**config.mk**
```make
export PLATFORM = sky130hd
export DESIGN_NAME = ps2_host_tx_flat
export DESIGN_NICKNAME = d
export VERILOG_FILES = /design/src/rtl/ps2_host_tx_pkg.sv /design/src/rtl/ps2_host_tx_if.sv /design/src/rtl/ps2_host_tx_line_sync.sv /design/src/rtl/ps2_host_tx.sv /design/src/flat_wrapper.sv
export SDC_FILE = /design/constraint.sdc
export NUM_CORES = 1
export LEC_CHECK = 0
export CAP_MARGIN = 20
export CORE_UTILIZATION = 60
export CTS_CLUSTER_SIZE = 12
export DETAILED_ROUTE_END_ITERATION = 10
export PLACE_DENSITY = 0.83
export RECOVER_POWER = 100
export SYNTH_ARGS = -nofsm -noshare
export SYNTH_HDL_FRONTEND = slang
export SYNTH_SLANG_ARGS = --single-unit
```
**constraint.sdc**
```tcl
create_clock -name clock -period 6 [get_ports clock]
set_clock_uncertainty 0.15 [all_clocks]
set_input_delay 0.9 -clock clock [delete_from_list [all_inputs] [get_ports clock]]
set_output_delay 0.9 -clock clock [all_outputs]
set_load 0.03 [all_outputs]
```
**src/rtl/ps2_host_tx_pkg.sv**
```systemverilog
// Shared PS/2 definitions: host-transmit FSM states, timing defaults, command bytes.
// Also used by the keyboard decoder.
package ps2_pkg;

    typedef enum logic [2:0] {
        S_IDLE,
        S_INHIBIT,
        S_START,
        S_SEND,
        S_ACK,
        S_RELEASE
    } host_state_e;

    localparam int unsigned INHIBIT_CYCLES_DEF = 10000;    // 100 us at 100 MHz
    localparam int unsigned TIMEOUT_CYCLES_DEF = 2000000;  // 20 ms at 100 MHz

    localparam logic [7:0] CMD_SET_LEDS = 8'hED;
    localparam logic [7:0] CMD_RESET    = 8'hFF;
    localparam logic [7:0] CMD_ENABLE   = 8'hF4;

    // PS/2 frames carry odd parity over the data byte
    function automatic logic odd_parity(input logic [7:0] d);
        return ~^d;
    endfunction

endpackage

```
**src/rtl/ps2_host_tx_if.sv**
```systemverilog
// Command handshake and frame status between a requester and ps2_host_tx.
interface ps2_host_tx_if;
    logic       send_valid;
    logic [7:0] send_data;
    logic       send_ready;
    logic       busy;
    logic       done;
    logic       ack_error;

    modport master (output send_valid, send_data, input send_ready, busy, done, ack_error);
    modport slave  (input send_valid, send_data, output send_ready, busy, done, ack_error);
endinterface

```
**src/rtl/ps2_host_tx_line_sync.sv**
```systemverilog
// 2-FF synchronizers for the raw PS/2 clock and data lines plus clock falling-edge detect.
module ps2_line_sync (
    input  logic clock,
    input  logic reset,
    input  logic ps2_clock,
    input  logic ps2_data,
    output logic clock_s,
    output logic data_s,
    output logic clock_fall
);
    // bit 0 = clock line, bit 1 = data line; idle bus level is 1
    logic [1:0] meta;
    logic [1:0] sync;
    logic       clock_prev;

    always_ff @(posedge clock or posedge reset) begin
        if (reset) begin
            meta       <= 2'b11;
            sync       <= 2'b11;
            clock_prev <= 1'b1;
        end else begin
            meta       <= {ps2_data, ps2_clock};
            sync       <= meta;
            clock_prev <= sync[0];
        end
    end

    assign clock_s    = sync[0];
    assign data_s     = sync[1];
    assign clock_fall = clock_prev & ~sync[0];
endmodule

```
**src/rtl/ps2_host_tx.sv**
```systemverilog
// PS/2 host-to-device command transmitter: inhibit, request-to-send, 8 data + parity + stop, ACK.
// Optional frame watchdog enabled by defining PS2_HOST_TX_TIMEOUT_EN.
module ps2_host_tx
    import ps2_pkg::*;
#(
    parameter int unsigned INHIBIT_CYCLES = INHIBIT_CYCLES_DEF,
    parameter int unsigned TIMEOUT_CYCLES = TIMEOUT_CYCLES_DEF
) (
    input  logic          clock,
    input  logic          reset,
    input  logic          ps2_clock,
    input  logic          ps2_data,
    output logic          ps2_clock_oe,
    output logic          ps2_data_oe,
    ps2_host_tx_if.slave  host
);
    localparam int CNT_W = $clog2(INHIBIT_CYCLES + 1);

    host_state_e state;
    logic [CNT_W-1:0] cnt;
    logic [3:0]       bit_idx;
    logic [7:0]       data_q;
    logic             parity_q;
    logic             ack_q;
    logic             ready_q, busy_q, done_q, err_q;
    logic             clock_s, data_s, clock_fall;

    ps2_line_sync u_sync (
        .clock      (clock),
        .reset      (reset),
        .ps2_clock  (ps2_clock),
        .ps2_data   (ps2_data),
        .clock_s    (clock_s),
        .data_s     (data_s),
        .clock_fall (clock_fall)
    );

`ifdef PS2_HOST_TX_TIMEOUT_EN
    localparam int WD_W = $clog2(TIMEOUT_CYCLES + 1);
    logic [WD_W-1:0] wd;
`endif

    always_ff @(posedge clock or posedge reset) begin
        if (reset) begin
            state        <= S_IDLE;
            ps2_clock_oe <= 1'b0;
            ps2_data_oe  <= 1'b0;
            ready_q      <= 1'b1;
            busy_q       <= 1'b0;
            done_q       <= 1'b0;
            err_q        <= 1'b0;
            cnt          <= '0;
            bit_idx      <= '0;
            data_q       <= '0;
            parity_q     <= 1'b0;
            ack_q        <= 1'b0;
`ifdef PS2_HOST_TX_TIMEOUT_EN
            wd           <= '0;
`endif
        end else begin
            done_q <= 1'b0;
            case (state)
                S_IDLE: begin
                    ps2_clock_oe <= 1'b0;
                    ps2_data_oe  <= 1'b0;
                    // ready is held low through the done cycle, so no same-cycle re-accept
                    ready_q      <= 1'b1;
                    if (host.send_valid && ready_q) begin
                        data_q       <= host.send_data;
                        parity_q     <= odd_parity(host.send_data);
                        cnt          <= '0;
                        ps2_clock_oe <= 1'b1;
                        ready_q      <= 1'b0;
                        busy_q       <= 1'b1;
                        state        <= S_INHIBIT;
                    end
                end
                S_INHIBIT: begin
                    if (cnt == CNT_W'(INHIBIT_CYCLES - 1)) begin
                        ps2_data_oe <= 1'b1;
                        state       <= S_START;
                    end else begin
                        cnt <= cnt + 1'b1;
                    end
                end
                S_START: begin
                    // release clock with data held low: start bit / request-to-send
                    ps2_clock_oe <= 1'b0;
                    bit_idx      <= '0;
                    state        <= S_SEND;
                end
                S_SEND: begin
                    if (clock_fall) begin
                        bit_idx <= bit_idx + 1'b1;
                        if (bit_idx < 4'd8) begin
                            ps2_data_oe <= ~data_q[bit_idx[2:0]];
                        end else if (bit_idx == 4'd8) begin
                            ps2_data_oe <= ~parity_q;
                        end else begin
                            ps2_data_oe <= 1'b0;
                            state       <= S_ACK;
                        end
                    end
                end
                S_ACK: begin
                    if (clock_fall) begin
                        ack_q <= data_s;
                        state <= S_RELEASE;
                    end
                end
                S_RELEASE: begin
                    if (clock_s && data_s) begin
                        done_q <= 1'b1;
                        err_q  <= ack_q;
                        busy_q <= 1'b0;
                        state  <= S_IDLE;
                    end
                end
                default: state <= S_IDLE;
            endcase

`ifdef PS2_HOST_TX_TIMEOUT_EN
            // watchdog overrides the case above when the device stops clocking
            if (state == S_SEND || state == S_ACK || state == S_RELEASE) begin
                if (clock_fall) begin
                    wd <= '0;
                end else if (wd == WD_W'(TIMEOUT_CYCLES - 1)) begin
                    wd           <= '0;
                    ps2_clock_oe <= 1'b0;
                    ps2_data_oe  <= 1'b0;
                    done_q       <= 1'b1;
                    err_q        <= 1'b1;
                    busy_q       <= 1'b0;
                    state        <= S_IDLE;
                end else begin
                    wd <= wd + 1'b1;
                end
            end else begin
                wd <= '0;
            end
`endif
        end
    end

    assign host.send_ready = ready_q;
    assign host.busy       = busy_q;
    assign host.done       = done_q;
    assign host.ack_error  = err_q;
endmodule

```
**src/flat_wrapper.sv**
```systemverilog
// flat-port wrapper written by rule: the top's interface ports become plain ports
module ps2_host_tx_flat import ps2_pkg::*;
#(
    parameter int unsigned INHIBIT_CYCLES = INHIBIT_CYCLES_DEF,
    parameter int unsigned TIMEOUT_CYCLES = TIMEOUT_CYCLES_DEF
)
  (clock, reset, ps2_clock, ps2_data, ps2_clock_oe, ps2_data_oe, host_send_valid, host_send_data, host_send_ready, host_busy, host_done, host_ack_error);
  ps2_host_tx_if host_i ();
  input  logic clock;
  input  logic reset;
  input  logic ps2_clock;
  input  logic ps2_data;
  output logic ps2_clock_oe;
  output logic ps2_data_oe;
  input wire logic [$bits(host_i.send_valid)-1:0] host_send_valid;
  input wire logic [$bits(host_i.send_data)-1:0] host_send_data;
  output wire logic [$bits(host_i.send_ready)-1:0] host_send_ready;
  output wire logic [$bits(host_i.busy)-1:0] host_busy;
  output wire logic [$bits(host_i.done)-1:0] host_done;
  output wire logic [$bits(host_i.ack_error)-1:0] host_ack_error;
  assign host_i.send_valid = host_send_valid;
  assign host_i.send_data = host_send_data;
  assign host_send_ready = host_i.send_ready;
  assign host_busy = host_i.busy;
  assign host_done = host_i.done;
  assign host_ack_error = host_i.ack_error;
  ps2_host_tx #(.INHIBIT_CYCLES(INHIBIT_CYCLES), .TIMEOUT_CYCLES(TIMEOUT_CYCLES)) u_core (.clock(clock), .reset(reset), .ps2_clock(ps2_clock), .ps2_data(ps2_data), .ps2_clock_oe(ps2_clock_oe), .ps2_data_oe(ps2_data_oe), .host(host_i));
endmodule
```
==> metrics.txt, run 1 <==
# TYPE chip_impl_metric gauge
chip_impl_metric{name="finish.cell_count_without_fillers",unit=""} 283
chip_impl_info{name="crit_path_end_kind",value="async pin"} 1
chip_impl_metric{name="critPathMaxStageDelay",unit="ps"} 1550
chip_impl_metric{name="grt_pass1_vias",unit=""} 1603
chip_impl_info{name="rsz0062_at_grt",value="no"} 1
chip_impl_metric{name="timing.max_cap.violations",unit=""} 1
chip_impl_info{name="root_buffer_selected_by_cts",value="clkbuf_4"} 1
chip_impl_metric{name="grt_first_pass_wirelength",unit="mm"} 7.058
chip_impl_metric{name="p_per_area",unit="nW/um^2"} 406.5
chip_impl_metric{name="maximum_number_of_buffers_from_clock_root_to_sink",unit=""} 2
chip_impl_metric{name="critical_path_buf_inv_count",unit=""} 3
chip_impl_metric{name="synth-seq-cells",unit=""} 42
chip_impl_info{name="post-synth-top-count-cell",value="nand2_1"} 1
chip_impl_metric{name="gr-usage-all-layers",unit=""} 0.2620
chip_impl_metric{name="areaGrowthSynthToFinish",unit="%"} 11.01
chip_impl_metric{name="detailedPlacementHpwl",unit="mm"} 2.981
chip_impl_info{name="slowest_stage",value="clkbuf_1"} 1
chip_impl_metric{name="remaining_antenna_violation_count",unit=""} 0
chip_impl_metric{name="drt_iter0_drc",unit=""} 113
chip_impl_info{name="cp_cell_sequence",value="dlygate4sd3_1, inv_1, clkbuf_1"} 1
chip_impl_metric{name="n_fill_cell",unit=""} 254
chip_impl_metric{name="edff_count_synth",unit=""} 0
chip_impl_info{name="failed_checks",value="capacitance limit, slew limit"} 1
chip_impl_metric{name="drt_wl_total",unit="mm"} 4.266
chip_impl_metric{name="tightest_slew",unit="ps"} 2181
chip_impl_metric{name="tritoncts.num_buffers",unit=""} 5
chip_impl_metric{name="rows",unit=""} 21
chip_impl_metric{name="synth-seq-area-share",unit=""} 0.4930
chip_impl_metric{name="avgSynthCellArea",unit="um^2"} 9.759
chip_impl_info{name="regToRegStartpoint",value="u_core.cnt[5]"} 1
chip_impl_info{name="netlist.top_cell.by_area",value="dfrtp_1"} 1
chip_impl_metric{name="total_power",unit="mW"} 0.9690
chip_impl_metric{name="num-nets-final",unit=""} 251
chip_impl_metric{name="synthesis.instances",unit=""} 220
chip_impl_metric{name="crit_path_max_fanout",unit=""} 42
chip_impl_metric{name="floorplan.die_area",unit="um^2"} 3822
chip_impl_metric{name="tritoncts_sinks",unit=""} 42
chip_impl_info{name="timing.rr.end",value="u_core.state[0]"} 1
chip_impl_metric{name="initial_core_util",unit=""} 0.6334
chip_impl_metric{name="timing.final.max_slew_violations",unit=""} 43
chip_impl_info{name="cp_top_family",value="buffers and inverters"} 1
chip_impl_metric{name="wl_per_cell",unit="um"} 15.07
chip_impl_metric{name="count_of_synthesis_stage_warnings_from_yosys",unit=""} 0
chip_impl_metric{name="reg2reg_depth",unit=""} 4
chip_impl_metric{name="die_span_y",unit="um"} 61.82
chip_impl_metric{name="fin_crit_sh",unit=""} 0.5265
chip_impl_metric{name="worst_endpoint_data_arrival_time",unit="ps"} 3050
chip_impl_info{name="result_of_the_run",value="finished, violations left"} 1
chip_impl_metric{name="synthesis.nets",unit=""} 235
chip_impl_info{name="synth.area.top_cells",value="dfrtp_1 (42%), dfstp_2 (7.3%), nand2_1 (6.6%)"} 1
chip_impl_info{name="clock_tree_from_tritoncts",value="built"} 1
chip_impl_info{name="synth_flop_cell",value="dfrtp_1"} 1
chip_impl_info{name="critPathLaunchType",value="primary input"} 1
chip_impl_metric{name="async_flop_share",unit=""} 1.000
chip_impl_metric{name="top_level_ports",unit=""} 19
chip_impl_metric{name="power.static_leakage",unit="nW"} 1.032
chip_impl_metric{name="via_per_inst",unit=""} 5.929
chip_impl_metric{name="placed_cells",unit=""} 275
chip_impl_metric{name="grt_antenna_before_repair",unit=""} 0
chip_impl_info{name="timing.critical_path.from",value="reset"} 1
chip_impl_metric{name="overflow",unit=""} 0
chip_impl_metric{name="finalSetupTns",unit="ps"} 0
chip_impl_metric{name="routability_cong",unit=""} 0.7971
chip_impl_metric{name="final_util",unit=""} 0.7032
chip_impl_metric{name="design.core.area",unit="um^2"} 3390
chip_impl_metric{name="clock_latency",unit="ps"} 360
chip_impl_metric{name="routed_vias",unit=""} 1678
chip_impl_metric{name="worstSetupPathDepth",unit=""} 3
chip_impl_metric{name="drc",unit=""} 0
chip_impl_metric{name="vdd_drop_max",unit="V"} 0.0002229
chip_impl_metric{name="upper_clock_frequency_limit",unit="MHz"} 316.6
chip_impl_metric{name="cts_post_setup_buffers_inserted",unit=""} 0
chip_impl_info{name="critical_path.endpoint",value="u_core.cnt[6]"} 1
chip_impl_metric{name="layout_min_cycle_time",unit="ps"} 3159
chip_impl_metric{name="cts_hold_bufs",unit=""} 0
chip_impl_metric{name="worst_ep_required_time",unit="ps"} 5890
chip_impl_info{name="hold_class",value="reg2reg"} 1
chip_impl_metric{name="cts.htree.levels",unit=""} 2
chip_impl_metric{name="setup_viol_count_final",unit=""} 0
chip_impl_info{name="synth.cells.most_frequent",value="nand2_1 (38), dfrtp_1 (36), nor2_1 (13)"} 1
chip_impl_metric{name="clkSlewWorstSetupHoldPaths",unit="ps"} 110
chip_impl_metric{name="initial_drt_pass_iterations",unit=""} 4
chip_impl_metric{name="setup.reg_to_reg.worst_slack",unit="ps"} 3130
chip_impl_metric{name="grt_max_degree",unit=""} 43
chip_impl_metric{name="post-synth-top-area-fraction",unit=""} 0.4196
chip_impl_info{name="worst-setup-path-type",value="in2async"} 1
chip_impl_metric{name="numPortBuffers",unit=""} 18
chip_impl_metric{name="post_route_cells_drive_above_1_share",unit=""} 0.08439
chip_impl_metric{name="netlist-cell-type-count",unit=""} 41
chip_impl_metric{name="relSlewSlack",unit=""} -0.4543
chip_impl_metric{name="antenna_cells_inserted",unit=""} 0
chip_impl_metric{name="report.final.hold_viol_count",unit=""} 0
chip_impl_metric{name="floorplan.die.width",unit="um"} 61.82
chip_impl_metric{name="syn_area",unit="um^2"} 2147
chip_impl_metric{name="postCtsResizedCells",unit=""} 0
## metrics by stage
step	hold WS (ps)	setup WS, ps	area (um^2)
after detailed placement	196.9	3006	2364
after global routing	221.0	2277	2384
after CTS	214.0	3342	2415
final	217.4	2841	2384
after floorplan	195.2	3648	2147
after global placement	195.5	3053	2352
## worst min-delay path by stage
stage,startpoint,end,slack (ps),cells past startpoint
6_report,u_core.u_sync.meta[1],u_core.u_sync.sync[1],220,0
5_1_grt,u_core.u_sync.meta[1],u_core.u_sync.sync[1],220,0
4_1_cts,u_core.u_sync.meta[0],u_core.u_sync.sync[0],210,0
3_5_place_dp,u_core.u_sync.meta[0],u_core.u_sync.sync[0],200,0
3_3_place_gp,u_core.u_sync.meta[0],u_core.u_sync.sync[0],200,0
2_1_floorplan,u_core.u_sync.meta[0],u_core.u_sync.sync[0],200,0
## state kept, by name, summed over array words and instances, names as in the netlist, 2 cells and up
name                count
u_core.cnt             14
u_core.u_sync.sync      2
u_core.data_q           8
u_core.u_sync.meta      2
u_core.bit_idx          4
u_core.state            3
## cells by family after synthesis
| group | after synthesis | synth area share |
|---|---|---|
| simple gates | 96 | 0.2308 |
| flops | 42 | 0.4930 |
| compound gates | 36 | 0.1131 |
| buf+inv | 20 | 0.03671 |
| mux | 14 | 0.07401 |
| xor+xnor | 10 | 0.04080 |
| fa+ha+maj | 2 | 0.01165 |
## layout make-up
cell class / instances / area [um^2] / share of cell area
multi-input cells: 158 / 994.7 / 0.4173
inverters: 9 / 33.78 / 0.01417
flip-flops and latches: 42 / 1059 / 0.4441
clock inverters: 2 / 10.01 / 0.004199
repair buffers: 20 / 187.7 / 0.07874
well taps: 46 / 57.56 / 0.02415
clock buffers: 6 / 41.29 / 0.01732
## cell usage in the layout (no fill, tap or decap), types with 2 or more instances in the layout
master,instances
dfstp_2,5
nand2_1,38
dfrtp_1,36
nand4_1,2
or3_1,5
a21oi_1,10
a22o_1,5
nor4_1,4
clkbuf_4,5
or4_1,6
clkdlybuf4s50_1,8
xnor2_1,9
o31ai_1,6
and3_1,3
nand2b_1,6
nor2_1,13
nand3b_1,3
o21ai_0,7
a211oi_1,2
nor3_1,4
mux2_2,5
clkinv_2,2
inv_1,9
ha_1,2
dlygate4sd3_1,10
mux2i_1,8
nand3_1,6
clkbuf_1,3
## per-layer routing
layer / wire [um] / global-route usage / vias to the layer above / share of wire
met5: 0 / 0 / - / 0
met4: 61 / 0.1460 / 0 / 0.014
met3: 214 / 0.04969 / 6 / 0.050
met2: 1989 / 0.3994 / 42 / 0.47
met1: 2000 / 0.3535 / 822 / 0.47
li1: - / - / 808 / -
## report_power, final
part	internal, mW	switching, mW
registers	0.368	0.106
clock network	0.0447	0.0927
logic	0.169	0.189
total	0.581	0.388
Power figures use the tool's default switching activity.
==> inputs of run 2 (changes only) <==
--- a/config.mk
+++ b/config.mk
@@ -6,10 +6,10 @@
 export NUM_CORES = 1
 export LEC_CHECK = 0
 export CAP_MARGIN = 20
-export CORE_UTILIZATION = 60
+export CORE_UTILIZATION = 57
 export CTS_CLUSTER_SIZE = 12
 export DETAILED_ROUTE_END_ITERATION = 10
-export PLACE_DENSITY = 0.83
+export PLACE_DENSITY = 0.79
 export RECOVER_POWER = 100
 export SYNTH_ARGS = -nofsm -noshare
 export SYNTH_HDL_FRONTEND = slang
==> constraint.sdc (replaced) <==
create_clock -name clock -period 3 [get_ports clock]
set_clock_uncertainty 0.15 [all_clocks]
set_input_delay 0.45 -clock clock [delete_from_list [all_inputs] [get_ports clock]]
set_output_delay 0.45 -clock clock [all_outputs]
set_load 0.03 [all_outputs]
==> run 2 against run 1 <==
Net effect: non-clock buffer count rose by 2; the run now ends clean; setup slack got worse by 2400 ps; flip-flop and latch count did not move; total power rose by 120%; via count rose by 2.9%; highest routed layer unchanged; sequential power rose by 93%; register-to-register slack got worse by 2700 ps; largest cell class unchanged; clock-buffer cell count fell by 1; global-route usage fell by 0.11 points; clock power rose to 3.2 times the previous value; first-iteration DRC count rose by 88%.
==> metrics.txt, run 2 (same netlist as run 1, synthesis figures left out) <==
# TYPE chip_impl_metric gauge
chip_impl_info{name="result_of_the_run",value="finished clean"} 1
chip_impl_metric{name="die_span_y",unit="um"} 63.38
chip_impl_metric{name="setup_viol_count_final",unit=""} 0
chip_impl_info{name="rsz0062_at_grt",value="no"} 1
chip_impl_metric{name="drc",unit=""} 0
chip_impl_info{name="crit_path_end_kind",value="flip-flop"} 1
chip_impl_metric{name="tritoncts.num_buffers",unit=""} 5
chip_impl_metric{name="wl_per_cell",unit="um"} 16.21
chip_impl_info{name="reg.largest.list",value="u_core.cnt (14), u_core.data_q (8), u_core.bit_idx (4)"} 1
chip_impl_metric{name="remaining_antenna_violation_count",unit=""} 0
chip_impl_metric{name="drt_iter0_drc",unit=""} 212
chip_impl_metric{name="initial_drt_pass_iterations",unit=""} 5
chip_impl_metric{name="finalSetupTns",unit="ps"} 0
chip_impl_metric{name="top_level_ports",unit=""} 19
chip_impl_metric{name="maximum_number_of_buffers_from_clock_root_to_sink",unit=""} 2
chip_impl_metric{name="via_per_inst",unit=""} 6.060
chip_impl_metric{name="flip_flop_count_of_the_largest_register_after_layout",unit=""} 14
chip_impl_metric{name="worst_ep_required_time",unit="ps"} 3030
chip_impl_metric{name="crit_path_max_fanout",unit=""} 5
chip_impl_metric{name="tightest_slew",unit="ps"} 1019
chip_impl_metric{name="power.static_leakage",unit="nW"} 1.067
chip_impl_metric{name="cts_post_setup_buffers_inserted",unit=""} 0
chip_impl_metric{name="antenna_cells_inserted",unit=""} 0
chip_impl_metric{name="timing.max_cap.violations",unit=""} 0
chip_impl_info{name="most_common_cell_after_layout_fill_and_taps_aside",value="nand2_1"} 1
chip_impl_metric{name="grt_antenna_before_repair",unit=""} 0
chip_impl_metric{name="cts.htree.levels",unit=""} 2
chip_impl_metric{name="num-nets-final",unit=""} 253
chip_impl_metric{name="grt_max_degree",unit=""} 43
chip_impl_metric{name="vdd_drop_max",unit="V"} 0.0003792
chip_impl_metric{name="overflow",unit=""} 0
chip_impl_metric{name="postCtsResizedCells",unit=""} 0
chip_impl_metric{name="grt_pass1_vias",unit=""} 1691
chip_impl_metric{name="upper_clock_frequency_limit",unit="MHz"} 396.5
chip_impl_metric{name="post_route_cells_drive_above_1_share",unit=""} 0.09623
chip_impl_metric{name="report.final.hold_viol_count",unit=""} 0
chip_impl_metric{name="worst_endpoint_data_arrival_time",unit="ps"} 2550
chip_impl_metric{name="rows",unit=""} 21
chip_impl_metric{name="layout_min_cycle_time",unit="ps"} 2522
chip_impl_info{name="hold_class",value="reg2reg"} 1
chip_impl_metric{name="timing.final.max_slew_violations",unit=""} 0
chip_impl_metric{name="fin_crit_sh",unit=""} 0.8407
chip_impl_metric{name="tritoncts_sinks",unit=""} 42
chip_impl_metric{name="finish.cell_count_without_fillers",unit=""} 285
chip_impl_metric{name="clkSlewWorstSetupHoldPaths",unit="ps"} 80
chip_impl_metric{name="relSlewSlack",unit=""} 0.3209
chip_impl_metric{name="placed_cells",unit=""} 277
chip_impl_info{name="clock_tree_from_tritoncts",value="built"} 1
chip_impl_metric{name="clock_latency",unit="ps"} 290
chip_impl_info{name="root_buffer_selected_by_cts",value="clkbuf_8"} 1
chip_impl_metric{name="floorplan.die.width",unit="um"} 63.38
chip_impl_metric{name="p_per_area",unit="nW/um^2"} 861.6
chip_impl_metric{name="cts_hold_bufs",unit=""} 0
chip_impl_metric{name="gr-usage-all-layers",unit=""} 0.2609
chip_impl_metric{name="drt_wl_total",unit="mm"} 4.619
chip_impl_info{name="worst-setup-path-type",value="reg2reg"} 1
chip_impl_info{name="layout_common_cells",value="nand2_1 (38), dfrtp_1 (36), nor2_1 (13)"} 1
chip_impl_metric{name="numPortBuffers",unit=""} 18
chip_impl_metric{name="grt_first_pass_wirelength",unit="mm"} 7.893
chip_impl_metric{name="routed_vias",unit=""} 1727
chip_impl_metric{name="floorplan.die_area",unit="um^2"} 4016
chip_impl_metric{name="initial_core_util",unit=""} 0.6190
chip_impl_metric{name="design.core.area",unit="um^2"} 3468
chip_impl_info{name="critPathLaunchType",value="flip-flop"} 1
chip_impl_info{name="max_flop_register",value="u_core.cnt"} 1
chip_impl_metric{name="areaGrowthSynthToFinish",unit="%"} 14.28
chip_impl_metric{name="routability_cong",unit=""} 0.8185
chip_impl_metric{name="detailedPlacementHpwl",unit="mm"} 3.182
run 2: cell count changes in the layout (fill, tap and decap cells not counted), sizes merged:
cell,change
buf,+1
bufinv,+1
clkdlybuf4s50,+1
dlygate4sd3,-1
run 2: final cells by class:
type	instances	area, um^2
tap	46	57.56
multi-input combinational	158	994.7
clock inverter	3	40.04
timing repair buffer	22	200.2
sequential	42	1059
clock buffer	5	68.82
inverter	9	33.78
fill	285	1015
run 2: report_power, final:
| group | total [mW] | internal [mW] | switching (mW) |
|---|---|---|---|
| Clock | 0.437 | 0.245 | 0.192 |
| Combinational | 0.762 | 0.342 | 0.420 |
| Sequential | 0.915 | 0.737 | 0.178 |
run 2: critical path: stages (launching register included):
cell and delay (ps):
dfrtp_1 420, or4_1 540, nor4_1 780, buf_4 260
a21oi_1 90, mux2i_1 170
run 2: routing by layer:
| layer | GRT usage | vias up | part of all wire |
|---|---|---|---|
| li1 | - | 806 | - |
| met1 | 0.3469 | 851 | 0.43 |
| met2 | 0.4069 | 56 | 0.50 |
| met3 | 0.05797 | 14 | 0.045 |
| met4 | 0.1165 | 0 | 0.021 |
| met5 | 0 | - | 0 |
run 2: stage by stage:
step | worst slack, ps | hold slack (ps) | cell area (um^2) | power, mW | util
finish | 477.9 | 214.8 | 2454 | 2.114 | 0.7074
global route | 268.8 | 220.8 | 2454 | 2.265 | 0.7074
CTS | 649.2 | 212.6 | 2484 | 2.150 | 0.7161
detailed placement | 487.2 | 198.1 | 2375 | 1.705 | 0.6847
global placement | 536.4 | 197.1 | 2375 | 1.657 | 0.6847
floorplan | 865.0 | 195.2 | 2147 | 1.473 | -
run 2: path summary, 6_finish.rpt:
check                                      start               endpoint  slack [ps]  cells after the start
setup / recovery                   u_core.cnt[5]          u_core.cnt[2]         480                      5
hold / removal             u_core.u_sync.meta[0]  u_core.u_sync.sync[0]         210                      0
setup reg to reg                   u_core.cnt[5]          u_core.cnt[2]         480                      5
hold reg to reg            u_core.u_sync.meta[0]  u_core.u_sync.sync[0]         210                      0
max in group asynchronous                  reset  u_core.host.ack_error        1310                      3
min in group asynchronous                  reset          u_core.cnt[4]         770                      3
